$ cat src/rtl/uart_defs.sv
// Shared UART types: receiver parity mode, oversampling FSM states and
// per-character error flags, plus runtime configuration decoders.
package uart_defs;

   localparam int RX_DATA_W_MAX = 9;

   typedef enum logic [1:0] {NONE = 2'd0, EVEN = 2'd1, ODD = 2'd2} RxParity_t;

   typedef enum logic [2:0] {IDLE, START, DATA, PARITY, STOP, BREAK_WAIT} RxOsState_t;

   typedef struct packed {
      logic break_e;
      logic frame_e;
      logic parity_e;
   } RxErr_t;

   function automatic RxParity_t rx_parity_decode(input logic [1:0] p);
      case (p)
         2'b01:   return EVEN;
         2'b10:   return ODD;
         default: return NONE;
      endcase
   endfunction

   // Out-of-range character lengths fall back to 8 bits.
   function automatic logic [3:0] rx_bits_decode(input logic [3:0] b);
      return (b >= 4'd5 && b <= 4'd9) ? b : 4'd8;
   endfunction

endpackage

$ cat src/rtl/uart_rx_fifo_sync.sv
// Single-clock receive FIFO with valid/ready pop, flush and overrun pulse.
// A push into a full FIFO is accepted only if a pop happens in the same cycle.
module uart_rx_fifo_sync #(
   parameter int WIDTH = 12,
   parameter int DEPTH = 16
) (
   input  logic                     clk,
   input  logic                     rst_n,
   input  logic                     i_push,
   input  logic [WIDTH-1:0]         i_data,
   input  logic                     i_ready,
   input  logic                     i_flush,
   output logic [WIDTH-1:0]         o_data,
   output logic                     o_valid,
   output logic                     o_full,
   output logic                     o_empty,
   output logic [$clog2(DEPTH):0]   o_level,
   output logic                     o_overrun
);

   localparam int AW = $clog2(DEPTH);
   localparam int LW = AW + 1;

   logic [WIDTH-1:0] r_mem [DEPTH];
   logic [AW-1:0]    r_wptr;
   logic [AW-1:0]    r_rptr;
   logic [LW-1:0]    r_level;
   logic             r_overrun;
   logic             w_full;
   logic             w_empty;
   logic             w_rd;
   logic             w_wr;

   assign w_full  = (r_level == LW'(DEPTH));
   assign w_empty = (r_level == '0);
   assign w_rd    = ~w_empty & i_ready & ~i_flush;
   assign w_wr    = i_push & (~w_full | w_rd) & ~i_flush;

   always_ff @(posedge clk) begin
      if (w_wr) r_mem[r_wptr] <= i_data;
   end

   always_ff @(posedge clk or negedge rst_n) begin
      if (!rst_n) begin
         r_wptr    <= '0;
         r_rptr    <= '0;
         r_level   <= '0;
         r_overrun <= 1'b0;
      end else if (i_flush) begin
         r_wptr    <= '0;
         r_rptr    <= '0;
         r_level   <= '0;
         r_overrun <= 1'b0;
      end else begin
         if (w_wr) r_wptr <= r_wptr + AW'(1);
         if (w_rd) r_rptr <= r_rptr + AW'(1);
         case ({w_wr, w_rd})
            2'b10:   r_level <= r_level + LW'(1);
            2'b01:   r_level <= r_level - LW'(1);
            default: r_level <= r_level;
         endcase
         r_overrun <= i_push & w_full & ~w_rd;
      end
   end

   // Head is forced to zero when empty so the outputs read clean after reset/flush.
   assign o_data    = w_empty ? '0 : r_mem[r_rptr];
   assign o_valid   = ~w_empty;
   assign o_full    = w_full;
   assign o_empty   = w_empty;
   assign o_level   = r_level;
   assign o_overrun = r_overrun;

endmodule

$ cat src/rtl/uart_rx_os.sv
// Oversampling UART receiver: synchroniser, 3-sample majority vote, frame FSM.
//  state      | meaning
//  IDLE       | waiting for rx low on a tick
//  START      | verifying start bit at mid-bit, glitches return to IDLE
//  DATA       | shifting data bits LSB-first
//  PARITY     | checking parity bit
//  STOP       | voting stop bit(s), push at last stop vote
//  BREAK_WAIT | line held low after a break, waiting for rx high
module uart_rx_os
   import uart_defs::*;
#(
   parameter int OVERSAMPLE    = 16,
   parameter int DATA_W_MAX    = RX_DATA_W_MAX,
   parameter int FIFO_DEPTH    = 16,
   parameter int RTS_THRESHOLD = FIFO_DEPTH - 2
) (
   input  logic                          clk,
   input  logic                          rst_n,
   input  logic                          os_tick_i,
   input  logic                          rx_i,
   input  logic                          enable_i,
   input  logic [3:0]                    data_bits_i,
   input  logic [1:0]                    parity_i,
   input  logic                          stop2_i,
   input  logic                          flush_i,
   output logic [DATA_W_MAX-1:0]         rx_d_o,
   output logic [2:0]                    rx_err_o,
   output logic                          rx_d_valid_o,
   input  logic                          rx_d_ready_i,
   output logic                          rx_full_o,
   output logic                          rx_empty_o,
   output logic [$clog2(FIFO_DEPTH):0]   rx_level_o,
   output logic                          rx_rts_n_o,
   output logic                          overrun_o,
   output logic                          busy_o
);

   localparam int SC_W = $clog2(OVERSAMPLE);
   localparam int LW   = $clog2(FIFO_DEPTH) + 1;
   localparam logic [SC_W-1:0] SC_V0   = SC_W'(OVERSAMPLE/2 - 1);
   localparam logic [SC_W-1:0] SC_V1   = SC_W'(OVERSAMPLE/2);
   localparam logic [SC_W-1:0] SC_V2   = SC_W'(OVERSAMPLE/2 + 1);
   localparam logic [SC_W-1:0] SC_LAST = SC_W'(OVERSAMPLE - 1);

   RxOsState_t            r_state;
   RxParity_t             r_par;
   RxErr_t                r_push_err;
   logic                  r_rx_meta, r_rx_sync;
   logic [SC_W-1:0]       r_sc;
   logic                  r_s0, r_s1;
   logic [3:0]            r_bitcnt, r_nbits;
   logic                  r_stop2, r_stop_idx;
   logic [DATA_W_MAX-1:0] r_data, r_push_data;
   logic                  r_par_acc, r_par_err, r_frame_err, r_zero;
   logic                  r_push, r_rts_n;
   logic [SC_W-1:0]       w_sc_next;
   logic                  w_vote, w_at_vote, w_at_end, w_brk;
   logic [LW-1:0]         w_level;
   logic [DATA_W_MAX+2:0] w_fifo_dout;

   assign w_sc_next = (r_sc == SC_LAST) ? '0 : r_sc + SC_W'(1);
   assign w_at_vote = (w_sc_next == SC_V2);
   assign w_at_end  = (w_sc_next == SC_LAST);
   assign w_vote    = (r_s0 & r_s1) | (r_s0 & r_rx_sync) | (r_s1 & r_rx_sync);
   // r_zero already covers the first stop bit when two stop bits are used.
   assign w_brk     = (r_stop2 && r_stop_idx) ? r_zero : (r_zero & ~w_vote);

   always_ff @(posedge clk or negedge rst_n) begin
      if (!rst_n) begin
         r_rx_meta <= 1'b1;
         r_rx_sync <= 1'b1;
         r_rts_n   <= 1'b1;
      end else begin
         r_rx_meta <= rx_i;
         r_rx_sync <= r_rx_meta;
         r_rts_n   <= ~enable_i | (w_level >= LW'(RTS_THRESHOLD));
      end
   end

   always_ff @(posedge clk or negedge rst_n) begin
      if (!rst_n) begin
         r_state     <= IDLE;
         r_sc        <= '0;
         r_s0        <= 1'b1;
         r_s1        <= 1'b1;
         r_bitcnt    <= '0;
         r_nbits     <= 4'd8;
         r_par       <= NONE;
         r_stop2     <= 1'b0;
         r_stop_idx  <= 1'b0;
         r_data      <= '0;
         r_par_acc   <= 1'b0;
         r_par_err   <= 1'b0;
         r_frame_err <= 1'b0;
         r_zero      <= 1'b0;
         r_push      <= 1'b0;
         r_push_data <= '0;
         r_push_err  <= '0;
      end else begin
         r_push <= 1'b0;
         if (!enable_i) begin
            r_state <= IDLE;
            r_sc    <= '0;
         end else if (os_tick_i) begin
            r_sc <= w_sc_next;
            if (w_sc_next == SC_V0) r_s0 <= r_rx_sync;
            if (w_sc_next == SC_V1) r_s1 <= r_rx_sync;
            case (r_state)
               IDLE: begin
                  r_sc <= '0;
                  if (!r_rx_sync) begin
                     r_state     <= START;
                     r_nbits     <= rx_bits_decode(data_bits_i);
                     r_par       <= rx_parity_decode(parity_i);
                     r_stop2     <= stop2_i;
                     r_stop_idx  <= 1'b0;
                     r_bitcnt    <= '0;
                     r_data      <= '0;
                     r_par_acc   <= 1'b0;
                     r_par_err   <= 1'b0;
                     r_frame_err <= 1'b0;
                     r_zero      <= 1'b1;
                  end
               end
               START: begin
                  if (w_at_vote && w_vote) r_state <= IDLE;
                  else if (w_at_end)       r_state <= DATA;
               end
               DATA: begin
                  if (w_at_vote) begin
                     r_data[r_bitcnt] <= w_vote;
                     r_par_acc        <= r_par_acc ^ w_vote;
                     if (w_vote) r_zero <= 1'b0;
                  end
                  if (w_at_end) begin
                     if (r_bitcnt == r_nbits - 4'd1) r_state <= (r_par == NONE) ? STOP : PARITY;
                     else                            r_bitcnt <= r_bitcnt + 4'd1;
                  end
               end
               PARITY: begin
                  if (w_at_vote) begin
                     r_par_err <= r_par_acc ^ w_vote ^ (r_par == ODD);
                     if (w_vote) r_zero <= 1'b0;
                  end
                  if (w_at_end) r_state <= STOP;
               end
               STOP: begin
                  if (w_at_vote) begin
                     if (r_stop2 && !r_stop_idx) begin
                        r_frame_err <= ~w_vote;
                        if (w_vote) r_zero <= 1'b0;
                     end else begin
                        r_push <= 1'b1;
                        if (w_brk) begin
                           r_push_data <= '0;
                           r_push_err  <= '{break_e: 1'b1, frame_e: 1'b1, parity_e: 1'b0};
                           r_state     <= BREAK_WAIT;
                        end else begin
                           r_push_data <= r_data;
                           r_push_err  <= '{break_e: 1'b0, frame_e: r_frame_err | ~w_vote,
                                            parity_e: r_par_err};
                           r_state     <= IDLE;
                        end
                     end
                  end else if (w_at_end) begin
                     r_stop_idx <= 1'b1;
                  end
               end
               BREAK_WAIT: if (r_rx_sync) r_state <= IDLE;
               default: r_state <= IDLE;
            endcase
         end
      end
   end

   uart_rx_fifo_sync #(
      .WIDTH (DATA_W_MAX + 3),
      .DEPTH (FIFO_DEPTH)
   ) u_fifo (
      .clk       (clk),
      .rst_n     (rst_n),
      .i_push    (r_push),
      .i_data    ({r_push_err, r_push_data}),
      .i_ready   (rx_d_ready_i),
      .i_flush   (flush_i),
      .o_data    (w_fifo_dout),
      .o_valid   (rx_d_valid_o),
      .o_full    (rx_full_o),
      .o_empty   (rx_empty_o),
      .o_level   (w_level),
      .o_overrun (overrun_o)
   );

   assign rx_d_o     = w_fifo_dout[DATA_W_MAX-1:0];
   assign rx_err_o   = w_fifo_dout[DATA_W_MAX+2 -: 3];
   assign rx_level_o = w_level;
   assign rx_rts_n_o = r_rts_n;
   assign busy_o     = (r_state != IDLE);

endmodule

$ cat config.mk
export PLATFORM = sky130hd
export DESIGN_NAME = uart_rx_os
export DESIGN_NICKNAME = d
export VERILOG_FILES = /design/src/rtl/uart_defs.sv /design/src/rtl/uart_rx_fifo_sync.sv /design/src/rtl/uart_rx_os.sv
export SDC_FILE = /design/constraint.sdc
export NUM_CORES = 1
export LEC_CHECK = 0
export BUFFER_PORTS_ARGS = -buffer_cell sky130_fd_sc_hd__clkbuf_2
export CAP_MARGIN = 20
export CORE_ASPECT_RATIO = 1.25
export CORE_MARGIN = 2
export CORE_UTILIZATION = 56
export CTS_CLUSTER_SIZE = 28
export DETAILED_ROUTE_END_ITERATION = 12
export GPL_TIMING_DRIVEN = 0
export PLACE_DENSITY = 0.83
export SLEW_MARGIN = 10
export SYNTH_ARGS = -nofsm -noshare
export SYNTH_HDL_FRONTEND = slang
export SYNTH_SLANG_ARGS = --single-unit
$ cat constraint.sdc
create_clock -name clk -period 2.4 [get_ports clk]
set_input_delay 0.48 -clock clk [delete_from_list [all_inputs] [get_ports clk]]
set_output_delay 0.48 -clock clk [all_outputs]
set_load 0.02 [all_outputs]
# After elaboration in Yosys (flattened, before gate mapping)
# Memories as Yosys holds them, arrays and structs flattened.
# Cells that the tools add are included.
[totals]
mem_count = 1
register_bits = 64
ram_bits = 192
elab_cells = 194
[memory_table]
columns = ["memory", "words", "width", "rd", "rd_ports_with_merged_regs", "wr", "line_no", "source"]
rows = [
  ["u_fifo.r_mem", 16, 12, 1, 0, 1, "uart_rx_fifo_sync.sv:24", "logic [WIDTH-1:0] r_mem [DEPTH];"],
]
[classes]
muxes = 65
addsub = 7
n_reduce_logical = 29
magnitude_cmp = 5
bitwise_logic = 25
eq_ne = 36
[op_table]
columns = ["cell", "count"]
rows = [
  ["2-to-1 mux 4 bit", 12],
  ["2-to-1 mux 3 bit", 14],
  ["2-to-1 mux 9 bit", 3],
  ["2-to-1 mux 1 bit", 22],
  ["!= test 3 bit (second input constant)", 7],
  ["!= test 2 bit (second input constant)", 10],
  ["case mux 3 bit (6 select lines)", 1],
  ["case mux 9 bit (2 select lines)", 1],
  ["AND reduction 6 bit", 3],
  ["adder 4 x 1 -> 4 bit (second input constant)", 4],
  ["equality test 4 bit (second input constant)", 4],
  ["AND reduction 5 bit", 3],
  ["2-to-1 mux 12 bit", 1],
  ["bitwise AND 1 bit", 10],
  ["case mux 5 bit (2 select lines)", 1],
  ["nonzero test 2 bit", 5],
  ["bitwise mux 9 bit", 1],
  ["AND reduction 9 bit", 1],
  ["nonzero test 3 bit", 3],
  ["inverter 1 bit", 8],
  ["case mux 1 bit (2 select lines)", 4],
  ["case mux 4 bit (2 select lines)", 1],
  ["AND reduction 7 bit", 1],
  ["equality test 2 bit (second input constant)", 3],
  ["31 further kinds", 44],
]

# Logic depth before layout (Yosys ltp)
[logic_depth]
depth_word = 12
depth_mapped = 11
depth_no_buf = 10

# Cells and area by module
# A second synthesis with hierarchy kept.
[hier_totals]
hier_cells = 694
area_unflattened_um2 = 11091.9
[modules_own_cells]
columns = ["mod", "area_per_inst_um2", "cells_each", "n_inst"]
rows = [
  ["uart_rx_fifo_sync", 8300.5, 408, 1],
  ["uart_rx_os", 2791.4, 286, 1],
]

# Worst setup path after synthesis
# No wires, ideal clock.
[synth_timing]
kind = "reg2reg"
start = "register u_fifo.r_level[2] (netlist: u_fifo.o_level[2])"
end = "memory u_fifo.r_mem[0][0] (enable)"
required_ns = 2.004
path_slack_ns = -0.299
t_arrival_ns = 2.302
stages_incl_launch_ff = 8
setup_ns = 0.396
path_buffers = 1
path_cell_list = "dfrtp_1 clkbuf_1 nor4_1 nand2_1 nor2_1 nor3b_1 nand2_1 nor3_1"
[synth_between]
elab_chain_cells = 9
elab_cells_between_ends = 11
classes_between = "eq/ne (1); mux (2); bitwise (7); reduce/logical (1)"
[synth_lines]
columns = ["element", "line_no", "source"]
rows = [
  ["from (decl)", "uart_rx_fifo_sync.sv:27", "logic [LW-1:0] r_level;"],
  ["from (signal assigned)", "uart_rx_fifo_sync.sv:58", "2'b10: r_level <= r_level + LW'(1);"],
  ["from (signal assigned)", "uart_rx_fifo_sync.sv:59", "2'b01: r_level <= r_level - LW'(1);"],
  ["from (signal assigned)", "uart_rx_fifo_sync.sv:60", "default: r_level <= r_level;"],
  ["zero test 5 bit", "uart_rx_fifo_sync.sv:35", "assign w_empty = (r_level == '0);"],
  ["inverter 1 bit", "uart_rx_fifo_sync.sv:36", "assign w_rd = ~w_empty & i_ready & ~i_flush;"],
  ["bitwise AND 1 bit (2 in series)", "uart_rx_fifo_sync.sv:36", ""],
  ["bitwise OR 1 bit *", "uart_rx_fifo_sync.sv:37", "assign w_wr = i_push & (~w_full | w_rd) & ~i_flush;"],
  ["bitwise AND 1 bit * (2 in series)", "uart_rx_fifo_sync.sv:37", ""],
  ["2-to-1 mux 1 bit *", "uart_rx_fifo_sync.sv:40", "if (w_wr) r_mem[r_wptr] <= i_data;"],
  ["2-to-1 mux 1 bit (implied by the code) *", "uart_rx_fifo_sync.sv:40", ""],
  ["to (decl)", "uart_rx_fifo_sync.sv:24", ""],
]
# Every way passes the cells marked *; elsewhere a longest branch is shown, timed or not.

# Worst setup path after layout
[layout_timing]
start = "register u_fifo.r_rptr[0]"
end = "output port rx_err_o[1]"
[layout_between]
elab_chain_cells = 2
[layout_lines]
columns = ["element", "line_no", "source"]
rows = [
  ["from (decl)", "uart_rx_fifo_sync.sv:26", "logic [AW-1:0] r_rptr;"],
  ["from (signal assigned)", "uart_rx_fifo_sync.sv:56", "if (w_rd) r_rptr <= r_rptr + AW'(1);"],
  ["memory (16 x 12 bit)", "-", ""],
  ["2-to-1 mux 12 bit", "uart_rx_fifo_sync.sv:67", "assign o_data = w_empty ? '0 : r_mem[r_rptr];"],
  ["to (decl)", "uart_rx_os.sv:27", "output logic [2:0] rx_err_o,"],
]
# No other way between the ends.

==> results.json <==
{
  "ioPinCount": 37,
  "syn_inst": 676,
  "crit_buf_inv": 3,
  "row_count": 57,
  "synth_sequential_area_ratio": 0.674,
  "grt_max_degree": 50,
  "final_cells": 1059,
  "path_clk_slew_ns": 0.07,
  "p_int_uw": 8110,
  "tightest_slew_ns": 0.798,
  "clk_latency_ns": 0.52,
  "wl_per_cell_um": 24.3,
  "synth_top_cell_area_share": 0.527,
  "seqPwrFrac": 0.448,
  "tns_ns": -7.97,
  "dp_cells": 987,
  "cp.required_ns": 1.92,
  "crit_type": "flip-flop to output pin",
  "finalWirelength_um": 25700,
  "synth_seq_cells": 256,
  "slew_violations": 0,
  "power_density_nw_per_um2": 820,
  "ant_nets": 0,
  "setup_viol": 16,
  "cts_buffers": 24,
  "synth.avg_cell_area_um2": 16.2,
  "multi_input_area_um2": 3640,
  "netlist_area_um2": 10900,
  "crit_arrival_ns": 2.57,
  "p_switching_uw": 2690,
  "max_freq_ghz": 0.328,
  "relSlewSlack": 0.468,
  "core_um2": 19300,
  "hold_viol_final": 0,
  "final_net_count": 806,
  "vias_per_cell": 6.11,
  "swShare": 0.249,
  "drtPass1Iterations": 5,
  "final.period_utilization": 1.27,
  "synthFlopType": "edfxtp_1",
  "grt_pass1_vias": 6675,
  "critPathMaxStageDelay_ns": 0.53,
  "synth_top_area_cell": "edfxtp_1",
  "status": "complete, but fails checks",
  "grt_pass1_wl_um": 38100,
  "maxCapViolCount": 0,
  "synth_edf_count": 192,
  "finClkSkew_ns": 0.0202,
  "place_congestion": 0.850,
  "drt_iter0_markers": 695,
  "period_needed_ns": 3.05,
  "layout_common_cells": "192 x edfxtp_1, 60 x mux4_2, 51 x dfrtp_1",
  "grt.total_usage": 0.244,
  "vias": 6467,
  "die_y_um": 160,
  "synth_warnings": 0,
  "synthArstFlopShare": 0.250,
  "area_growth_pct": 20.3,
  "seq_area_um2": 7380,
  "cp-start-kind": "flip-flop",
  "htree_levels": 1,
  "crit_family": "multiplexers",
  "rsz0062_at_grt": "yes",
  "worstPathCellList": "buf_12 > buf_12 > mux4_2 > mux4_2 > nor2b_1 > buf_4",
  "drive_gt1_frac": 0.324,
  "ys_types": 67,
  "p_leak_uw": 0.00478,
  "gr-total-overflow": 0,
  "worst_setup_path_end_kind": "output pin",
  "yosys-top-cells-area": "edfxtp_1 53%, dfrtp_1 13%, mux4_2 12%",
  "violations": "negative setup slack",
  "start_util": 0.566,
  "dieArea_um2": 20700,
  "portBuffers": 34,
  "final_common_cell": "edfxtp_1",
  "cts_tree": "built",
  "hp-class": "primary input to flip-flop",
  "drc_errors": 0,
  "syn_nets": 706,
  "antenna_cells": 0,
  "clock-sinks": 256,
  "cp_slowest_cell": "mux4_2",
  "power.share.clock": 0.360,
  "fill_cells": 1216,
  "cp_max_fo": 9,
  "antenna_found_initial": 0,
  "cts_buffer_depth": 3,
  "combPwrFrac": 0.192,
  "finalWorstSetupSlack_ns": -0.651,
  "peakVddDrop_v": 0.000562,
  "dp_hpwl_um": 15700,
  "die_w_um": 129,
  "cts_root_buffer": "clkbuf_16"
}
-- kinds of logic after synthesis --
| family | after synthesis | synth area share |
|---|---|---|
| adder cells (fa/ha/maj) | 16 | 0.0183 |
| XOR/XNOR | 22 | 0.0176 |
| AO/OA/AOI/OAI | 85 | 0.0553 |
| multiplexers | 69 | 0.132 |
| buffers and inverters | 58 | 0.0225 |
| flip-flops | 256 | 0.674 |
| AND/OR/NAND/NOR | 170 | 0.0805 |
-- worst paths after layout --
check                      depth (start not counted)         startpoint  slack, ns           endpoint
max                                                6   u_fifo.r_rptr[0]      -0.65        rx_err_o[1]
min                                                1               rx_i       0.04          r_rx_meta
max reg2reg                                       11  u_fifo.o_level[3]      -0.20  u_fifo.o_level[4]
min reg2reg                                        0          r_rx_meta       0.36          r_rx_sync
max in group asynchronous                          3              rst_n       1.41         r_nbits[3]
min in group asynchronous                          2              rst_n       0.39  u_fifo.o_level[2]
-- worst register-to-register path, cell delays in order (launching register included) --
cell      delay (ns)
dfrtp_2         0.40
or4_4           0.58
buf_6           0.15
o211ai_4        0.25
xnor2_2         0.13
ha_4            0.19
o31ai_4         0.18
nand2b_1        0.10
mux2i_1         0.18
nand2_1         0.09
xnor2_1         0.17
nor2_1          0.06
-- power by group through the flow --
stage          Clock, uW  Sequential [uW]  Combinational (uW)
6_report            3880             4840                2080
5_1_grt             4090             4840                2180
4_1_cts             3910             4840                1770
3_5_place_dp           0             4940                1300
3_3_place_gp           0             4930                1250
2_1_floorplan          0             4940                 949
-- sequential cells by signal, summed over array words and instances, names as in the netlist, 2 cells and up --
signal,cells
u_fifo.r_wptr,4
r_state,3
u_fifo.r_rptr,4
r_push_data,9
r_push_err,3
r_bitcnt,4
r_par,2
u_fifo.r_mem,192
r_sc,4
u_fifo.o_level,5
r_nbits,4
r_data,9
-- cell usage after synthesis (all sizes together), types with 5 or more instances --
| library cell | instances |
|---|---|
| a21oi | 15 |
| a22o | 10 |
| buf | 15 |
| clkbuf | 21 |
| dfrtp | 58 |
| dfstp | 6 |
| edfxtp | 192 |
| ha | 16 |
| inv | 22 |
| mux2i | 5 |
| mux4 | 60 |
| nand2 | 40 |
| nand2b | 9 |
| nand3 | 17 |
| nor2 | 45 |
| nor2b | 17 |
| nor3 | 11 |
| o21ai | 26 |
| or4 | 6 |
| xnor2 | 13 |
| xor2 | 9 |
-- layout make-up --
| cell class | count | area share |
|---|---|---|
| Inverter | 22 | 0.00646 |
| Tap cell | 265 | 0.0252 |
| Sequential cell | 256 | 0.561 |
| Multi-Input combinational cell | 362 | 0.276 |
| Timing Repair Buffer | 78 | 0.0500 |
| Clock inverter | 10 | 0.00884 |
| Clock buffer | 34 | 0.0532 |
| Buffer | 32 | 0.0192 |
-- metrics by stage --
stage	setup slack, ns	hold WS, ns	util	total power [uW]	cell area (um^2)
floorplan	-0.135	0.184	-	5890	11000
global placement	-0.946	0.350	0.594	6190	11500
detailed placement	-0.489	0.349	0.601	6240	11600
CTS	-0.653	0.0330	0.661	10500	12800
global route	-0.692	0.0364	0.681	11100	13200
finish	-0.651	0.0448	0.681	10800	13200
-- routing by layer --
layer | vias up | routed length [um] | global-route usage
met5 | - | 0 | 0
met4 | 0 | 858 | 0.0771
met3 | 72 | 1340 | 0.0260
met2 | 273 | 14400 | 0.454
met1 | 3304 | 9120 | 0.297
li1 | 2818 | - | -
-- repair_timing --
action	CTS	global route
cloned	2	2
hold buffers	1	0
setup buffers	14	13
resized for setup	60	67
endpoints found under the hold margin	14	0
setup endpoints to repair	154	216
pin swaps	8	9
Power figures use the tool's default switching activity.
